--- src/rtl/fft_rd_pkg.sv ---
// Shared constants, types and helpers for the FFT result reader.
package fft_rd_pkg;

    localparam int LOGN = 32'sd6;
    localparam int N    = 32'sd1 <<< LOGN;
    localparam int W    = 32'sd16;

    typedef logic signed [W-1:0] sample_t;
    typedef logic [LOGN-1:0]     bin_t;
    typedef logic [LOGN-2:0]     pair_t;

    typedef enum logic [1:0] {
        IDLE    = 2'd0,
        CAPTURE = 2'd1,
        DRAIN   = 2'd2
    } state_t;

    localparam bin_t    BIN_ZERO   = {LOGN{1'b0}};
    localparam bin_t    BIN_ONE    = {{(LOGN-1){1'b0}}, 1'b1};
    localparam bin_t    BIN_LAST   = {LOGN{1'b1}};
    localparam pair_t   PAIR_ZERO  = {(LOGN-1){1'b0}};
    localparam pair_t   PAIR_ONE   = {{(LOGN-2){1'b0}}, 1'b1};
    localparam pair_t   PAIR_LAST  = {(LOGN-1){1'b1}};
    localparam sample_t SAMPLE_MIN = {1'b1, {(W-1){1'b0}}};
    localparam sample_t SAMPLE_MAX = {1'b0, {(W-1){1'b1}}};
    localparam sample_t SAMPLE_0   = {W{1'b0}};

    // Maps a natural-order bin to the buffer slot the core wrote it to.
    function automatic bin_t bitrev(input bin_t a);
        bin_t r;
        r = BIN_ZERO;
        for (int i = 0; i < LOGN; i++) begin
            r[i] = a[LOGN-1-i];
        end
        return r;
    endfunction

    // Absolute value; the most negative code has no positive twin, so it saturates.
    function automatic sample_t abs_sat(input sample_t s);
        sample_t r;
        if (s == SAMPLE_MIN) begin
            r = SAMPLE_MAX;
        end else if (s[W-1]) begin
            r = -s;
        end else begin
            r = s;
        end
        return r;
    endfunction

endpackage

--- src/rtl/fft_result_reader_buf.sv ---
// 64-entry frame buffer: one two-lane write port (slots 2c, 2c+1), one async read port.
module fft_rd_buf
    import fft_rd_pkg::*;
(
    input  logic    CK,
    input  logic    we,
    input  pair_t   wpair,
    input  sample_t wd1,
    input  sample_t wd2,
    input  bin_t    raddr,
    output sample_t rdata
);

    sample_t mem_r [N];

    // Pair write; contents deliberately survive reset.
    always_ff @(posedge CK) begin
        if (we) begin
            mem_r[{wpair, 1'b0}] <= wd1;
            mem_r[{wpair, 1'b1}] <= wd2;
        end
    end

    assign rdata = mem_r[raddr];

endmodule

--- src/rtl/fft_result_reader.sv ---
// Captures a bit-reversed FFT frame and streams it out in natural bin order.
// Build option: FFT_RD_MAGNITUDE_EN outputs saturated |sample| instead of the raw value.
module fft_result_reader
    import fft_rd_pkg::*;
(
    input  logic            CK,
    input  logic            RST,
    input  logic            FI,
    input  logic [W-1:0]    D1,
    input  logic [W-1:0]    D2,
    output logic [W-1:0]    DOUT,
    output logic [LOGN-1:0] IDX,
    output logic            DVALID,
    input  logic            DREADY,
    output logic            BUSY,
    output logic            DONE,
    output logic            ERR,
    output logic            OVF
);

    state_t  state_r, next_state_s;
    pair_t   cnt_r, wr_pair_s;
    bin_t    n_r, idx_r;
    sample_t dout_r, rd_data_s, out_sample_s;
    logic    fi_q_r, fi_arm_r, fi_rise_s;
    logic    dvalid_r, busy_r, done_r, err_r, ovf_r;
    logic    wr_en_s, present_s, finish_s, err_s, ovf_s;

    // FI held high out of reset must not count as an edge until it has been seen low.
    assign fi_rise_s = FI & ~fi_q_r & fi_arm_r;

    fft_rd_buf u_buf (
        .CK    (CK),
        .we    (wr_en_s),
        .wpair (wr_pair_s),
        .wd1   (sample_t'(D1)),
        .wd2   (sample_t'(D2)),
        .raddr (bitrev(n_r)),
        .rdata (rd_data_s)
    );

`ifdef FFT_RD_MAGNITUDE_EN
    assign out_sample_s = abs_sat(rd_data_s);
`else
    assign out_sample_s = rd_data_s;
`endif

    // Next-state and per-cycle control decode.
    always_comb begin
        next_state_s = state_r;
        wr_en_s      = 1'b0;
        wr_pair_s    = cnt_r;
        present_s    = 1'b0;
        finish_s     = 1'b0;
        err_s        = 1'b0;
        ovf_s        = 1'b0;
        case (state_r)
            IDLE: begin
                if (fi_rise_s) begin
                    wr_en_s      = 1'b1;
                    wr_pair_s    = PAIR_ZERO;
                    next_state_s = CAPTURE;
                end else begin
                    next_state_s = IDLE;
                end
            end
            CAPTURE: begin
                if (FI) begin
                    wr_en_s = 1'b1;
                    if (cnt_r == PAIR_LAST) begin
                        next_state_s = DRAIN;
                    end else begin
                        next_state_s = CAPTURE;
                    end
                end else begin
                    err_s        = 1'b1;
                    next_state_s = IDLE;
                end
            end
            DRAIN: begin
                ovf_s = fi_rise_s;
                if (dvalid_r && DREADY && (idx_r == BIN_LAST)) begin
                    finish_s     = 1'b1;
                    next_state_s = IDLE;
                end else if (!dvalid_r || DREADY) begin
                    present_s = 1'b1;
                end else begin
                    present_s = 1'b0;
                end
            end
            default: begin
                next_state_s = IDLE;
            end
        endcase
    end

    // State, counters and registered outputs.
    always_ff @(posedge CK) begin
        if (!RST) begin
            state_r  <= IDLE;
            cnt_r    <= PAIR_ZERO;
            n_r      <= BIN_ZERO;
            idx_r    <= BIN_ZERO;
            dout_r   <= SAMPLE_0;
            fi_q_r   <= 1'b0;
            fi_arm_r <= 1'b0;
            dvalid_r <= 1'b0;
            busy_r   <= 1'b0;
            done_r   <= 1'b0;
            err_r    <= 1'b0;
            ovf_r    <= 1'b0;
        end else begin
            state_r  <= next_state_s;
            fi_q_r   <= FI;
            fi_arm_r <= fi_arm_r | ~FI;
            busy_r   <= (next_state_s != IDLE);
            done_r   <= finish_s;
            err_r    <= err_s;
            ovf_r    <= ovf_s;
            if (wr_en_s) begin
                cnt_r <= wr_pair_s + PAIR_ONE;
            end
            if (state_r != DRAIN) begin
                n_r <= BIN_ZERO;
            end else if (present_s) begin
                n_r <= n_r + BIN_ONE;
            end
            if (present_s) begin
                dout_r   <= out_sample_s;
                idx_r    <= n_r;
                dvalid_r <= 1'b1;
            end else if (finish_s) begin
                dvalid_r <= 1'b0;
            end
        end
    end

    assign DOUT   = dout_r;
    assign IDX    = idx_r;
    assign DVALID = dvalid_r;
    assign BUSY   = busy_r;
    assign DONE   = done_r;
    assign ERR    = err_r;
    assign OVF    = ovf_r;

endmodule

--- config.mk ---
export PLATFORM = sky130hd
export DESIGN_NAME = fft_result_reader
export DESIGN_NICKNAME = d
export VERILOG_FILES = /design/src/rtl/fft_rd_pkg.sv /design/src/rtl/fft_result_reader_buf.sv /design/src/rtl/fft_result_reader.sv
export SDC_FILE = /design/constraint.sdc
export NUM_CORES = 1
export LEC_CHECK = 0
export ABC_CLOCK_PERIOD_IN_PS = 4440
export CORE_MARGIN = 4
export CORE_UTILIZATION = 62
export DETAILED_ROUTE_END_ITERATION = 10
export PLACE_DENSITY = 0.79
export SETUP_SLACK_MARGIN = 0.1
export SLEW_MARGIN = 10
export SYNTH_ARGS = -nofsm -noshare
export SYNTH_HDL_FRONTEND = slang
export SYNTH_HIERARCHICAL = 1
export SYNTH_SLANG_ARGS = --single-unit
--- constraint.sdc ---
create_clock -name CK -period 4.44 [get_ports CK]
set_input_delay 0.666 -clock CK [delete_from_list [all_inputs] [get_ports CK]]
set_output_delay 0.666 -clock CK [all_outputs]
set_load 0.1 [all_outputs]
# Word-level counts from Yosys, hierarchy flattened
# Memories as Yosys holds them, arrays and structs flattened. A register that Yosys moved wholly into a read port is not among the register bits.
# Index checks and enable logic that the tools add are counted.
[totals]
ff_bits = 26
mem_count = 1
output_inout_bits = 27
ramBits = 1024
[classes]
n_eq_ne = 5
addsub = 2
bitwise = 6
muxes = 20
reduce_logical = 11
[mem_list]
columns = ["name", "words", "width", "read_ports", "rd_clocked_by_memory_dff", "write_ports", "line", "source"]
rows = [
  ["u_buf.mem_r", 64, 16, 1, 1, 2, "fft_result_reader_buf.sv:14", "sample_t mem_r [N];"],
]
[op_table]
columns = ["op", "count"]
rows = [
  ["1-bit two-way mux", 13],
  ["5-bit two-way mux", 2],
  ["6-bit by 1-bit adder with 6-bit output (second input constant)", 1],
  ["6-bit equality test (second input constant)", 1],
  ["2-bit two-way mux", 3],
  ["2-bit one-hot mux with 3 select lines", 1],
  ["5-bit by 1-bit adder with 5-bit output (second input constant)", 1],
  ["5-bit equality test (second input constant)", 1],
  ["2-bit AND reduction", 2],
  ["2-bit nonzero test", 2],
  ["1-bit NOT", 3],
  ["1-bit AND", 2],
  ["2-bit by 1-bit equality test with 1-bit output (second input constant)", 1],
  ["2-bit equality test (second input constant)", 1],
  ["1-bit logical AND", 2],
  ["1-bit logical NOT", 2],
  ["2-bit logical NOT", 1],
  ["2-bit inequality test (second input constant)", 1],
  ["1-bit one-hot mux with 2 select lines", 1],
  ["2-bit OR reduction", 1],
  ["1-bit logical OR", 1],
  ["1-bit bitwise OR", 1],
]

# Longest topological paths before layout
[depth]
word_depth = 7
depth_mapped = 10
depth_no_buf = 7

# By module
# The synthesis kept the hierarchy.
[modules_own_cells]
columns = ["module", "area_each_um2", "cells_each", "n_inst", "seq_area_each_um2"]
rows = [
  ["fft_rd_buf", 39138.8, 1641, 1, 30749.5],
  ["fft_result_reader", 1689.1, 171, 1, 840.8],
]

# Worst setup path after synthesis
# Ideal clock, no wire load.
[synth_timing]
path_kind = "input port to flip-flop"
startpoint = "input FI"
endpoint = "memory u_buf/mem_r[56][0] in the netlist's numbering, enable pin"
arrival_time_ns = 3.349
path_stages = 7
path_slack_ns = 0.670
required_time_ns = 4.019
path_cell_list = "nand3b_2 > or2_1 > buf_6 > and2_1 > or3b_2 > clkbuf_1 > nor2_1"
[synth_lines]
columns = ["item", "line", "source"]
rows = [
  ["start: declaration", "fft_result_reader.sv:8", "input logic FI,"],
  ["end: declaration", "fft_result_reader_buf.sv:14", ""],
]

==> results.tsv <==
stage	metric	value	unit
yosys	yosysTopAreaCell	edfxtp_1	
hold_path	hold_start	fi_arm_r$_SDFF_PN0_	
grt	grt_pass1_wl	140000	um
route	wl_per_cell	32.5	um
clock_tree	cts_tree	done	
clock_tree	cts_buffer_depth	3	
sta	hold_viol	0	
yosys	synthMuxAreaShare	17.2	%
pwr	finalPower	19900	uW
critical_path	r2r_start	n_r[5]$_SDFFE_PN0P_	
clock_tree	postCtsResizedCells	0	
floorplanning	initial_core_util	63.0	%
critical_path	end_kind	register	
yosys	ys.flop_type	edfxtp_1	
final_layout	fillers	3537	
floorplanning	core_area	0.0648	mm^2
sta	fin_skew	0.0225	ns
sta	fin_tns_setup	0	ns
yosys	yosys.area_share.simple	1.97	%
floorplanning	io_pins	63	
yosys	netlist_area	0.0408	mm^2
yosys	ys_types	53	
route	drt-met1-wl	35000	um
route	ant_nets	0	
critical_path	regToRegEndpoint	DOUT[7]$_SDFFE_PN0P_	
yosys	synth_compound_area_share	2.00	%
hold_path	holdPathEnd	fi_arm_r$_SDFF_PN0_	
floorplanning	die_area	0.0700	mm^2
clock_tree	cts.sinks	1066	
clock_tree	root_buffer	clkbuf_16	
clock_tree	hold_buffers	0	
placement	dpl.hpwl	52900	um
route	via_per_inst	6.90	
clock_tree	htree_num_levels	3	
grt	antenna_found_initial	2	
yosys	synth_warnings	6	
sta	tightestPinTransition	1.15	ns
route	vias	20100	
route	top_layer_used	met5	
clock_tree	cts_made_buffers	101	
sta	drv_slew	0	
grt	gr-total-overflow	0	
run	drv_cap	0	
placement	post-place-ws	0.691	ns
critical_path	critical_path.max_fanout	33	
route	dr.first_iter.drc_count	2658	
sta	period_share	79.4	%
placement	portBuffers	62	
yosys	synth_top_family_by_area	multiplexers	
yosys	synth_xor_area_share	0.0644	%
pwr	ir_worst_vdd	409	uV
sta	max_freq	284	MHz
sta	rsz0062_at_grt	no	
floorplanning	die_h	265	um
pwr	cellLeakagePower	0.0140	uW
yosys	synthCells	1812	
final_layout	nets	2008	
grt	grt_max_degree	70	
floorplanning	die_w	265	um
final_layout	layout_common_cells	edfxtp_1, mux4_2, clkbuf_16	
grt	grtUsageTotal	27.4	%
clock_tree	cts_setup_buffers	0	
yosys	synthTopCellsByArea	edfxtp_1, mux4_2, mux2i_1	
critical_path	rrSetupSlack	0.91	ns
pwr	power_density	429	mW/mm^2
sta	min_period	3.53	ns
yosys	synth_fa_ha_area_share	0.0613	%
grt	first_global_vias	20500	
placement	place_congestion	0.889	
yosys	synth_edf_count	1024	
hold_path	hold_depth	2	
yosys	seq_area_frac_synth	77.4	%
route	first_pass_iters	6	
yosys	synth_nets	1850	
route	drc	0	
floorplanning	fp-row-count	93	
yosys	ys_seq_elements	1066	
final_layout	fin_util	71.4	%
route	wl_met3	9360	um
yosys	synth_top_area_share	75.3	%
critical_path	crit_type	register to register	
sta	worst_slack	0.915	ns
sta	relSlewSlack	23.4	%
final_layout	area_growth	13.4	%
route	finalWirelength	94400	um
route	wl_met2	46500	um
critical_path	crit_required	5.02	ns
critical_path	cp-start-kind	register	
clock_tree	clkLatencyLatePin	0.67	ns
clock_tree	path_clk_slew	0.06	ns
yosys	avgSynthCellArea	22.5	um^2
critical_path	crit_arrival	4.10	ns
sta	setup_violations	0	
hold_path	min_path_type	register to register	
yosys	synthArstFlopShare	0	%
final_layout	drive_gt1_share	27.7	%
outcome	status	complete, no violations	
final_layout	layout_commonest_cell	edfxtp_1	
critical_path	rr_worst_depth	9	
## worst max-delay path, stage by stage, from the launching register on
cell and delay [ns]:
dfxtp_4 0.90, buf_12 0.32, buf_4 0.30, mux4_2 0.30, mux2i_1 0.10, a22oi_1 0.34
o221ai_1 0.29, o31ai_1 0.53, mux2i_1 0.14, nor2_1 0.12
## state kept, by name, summed over array words and instances (netlist names)
name         flops
ERR              1
fi_q_r           1
DOUT            16
OVF              1
cnt_r            5
u_buf/mem_r   1024
n_r              6
BUSY             1
state_r          2
IDX              6
fi_arm_r         1
DVALID           1
DONE             1
## cell families (layout without fill, tap and decap cells)
logic type / Yosys count / after routing
flip-flops: 1066 / 1066
adder cells (fa/ha/maj): 2 / 2
other: 0 / 1
multiplexers: 360 / 360
AO/OA/AOI/OAI: 119 / 119
XOR/XNOR: 3 / 3
buffers and inverters: 100 / 340
AND/OR/NAND/NOR: 162 / 162
## how the worst max path moves through the flow
stage	from	endpoint	cells after the start	slack [ns]
after floorplan	FI	u_buf/mem_r[56][0]$_DFFE_PP_	7	0.67
after global placement	FI	u_buf/mem_r[0][4]$_DFFE_PP_	7	0.77
after detailed placement	FI	u_buf/mem_r[33][3]$_DFFE_PP_	7	0.69
after CTS	n_r[5]$_SDFFE_PN0P_	DOUT[7]$_SDFFE_PN0P_	7	0.91
after global routing	n_r[5]$_SDFFE_PN0P_	DOUT[6]$_SDFFE_PN0P_	9	0.72
final	n_r[5]$_SDFFE_PN0P_	DOUT[7]$_SDFFE_PN0P_	9	0.91
## where the power goes
group	internal, uW	switching (uW)	total (uW)
registers	11000	6.63	11000
logic	54.7	250	305
clock network	4950	3580	8530
## per-layer routing
| metal | global-route usage [%] | vias up |
|---|---|---|
| met5 | 0 | - |
| met4 | 9.74 | 2 |
| met3 | 5.37 | 209 |
| met2 | 43.7 | 1355 |
| met1 | 39.0 | 10500 |
| li1 | - | 8005 |
## cell usage after synthesis, drive strengths merged, types with 7 or more instances
library cell,instances
edfxtp,1024
mux4,272
mux2i,86
nor2,68
buf,60
dfxtp,42
o21ai,35
clkbuf,33
nand2,20
a21oi,16
o221ai,16
nor2b,14
a22oi,13
a211oi,10
a221oi,10
nand3,10
nand3b,9
o31ai,9
nor3,8
and2,7
## area by class of cell
type                            count  area, um^2  area share, %
Antenna cell                        1        2.50        0.00541
Clock buffer                      124        2660           5.74
Clock inverter                     61         632           1.36
Inverter                            7        26.3         0.0568
Multi-Input combinational cell    646        8920           19.3
Sequential cell                  1066       31600           68.3
Tap cell                          855        1070           2.31
Timing Repair Buffer              148        1380           2.98
## stage by stage
| step | hold slack, ns | instance area [um^2] | cells |
|---|---|---|---|
| global route | 0.503 | 46300 | 2907 |
| detailed placement | 0.466 | 43000 | 2722 |
| global placement | 0.452 | 43000 | 2722 |
| finish | 0.474 | 46300 | 2908 |
| CTS | 0.476 | 46300 | 2907 |
| floorplan | 0.443 | 40800 | 1812 |
(Power assumes the default switching activity.)
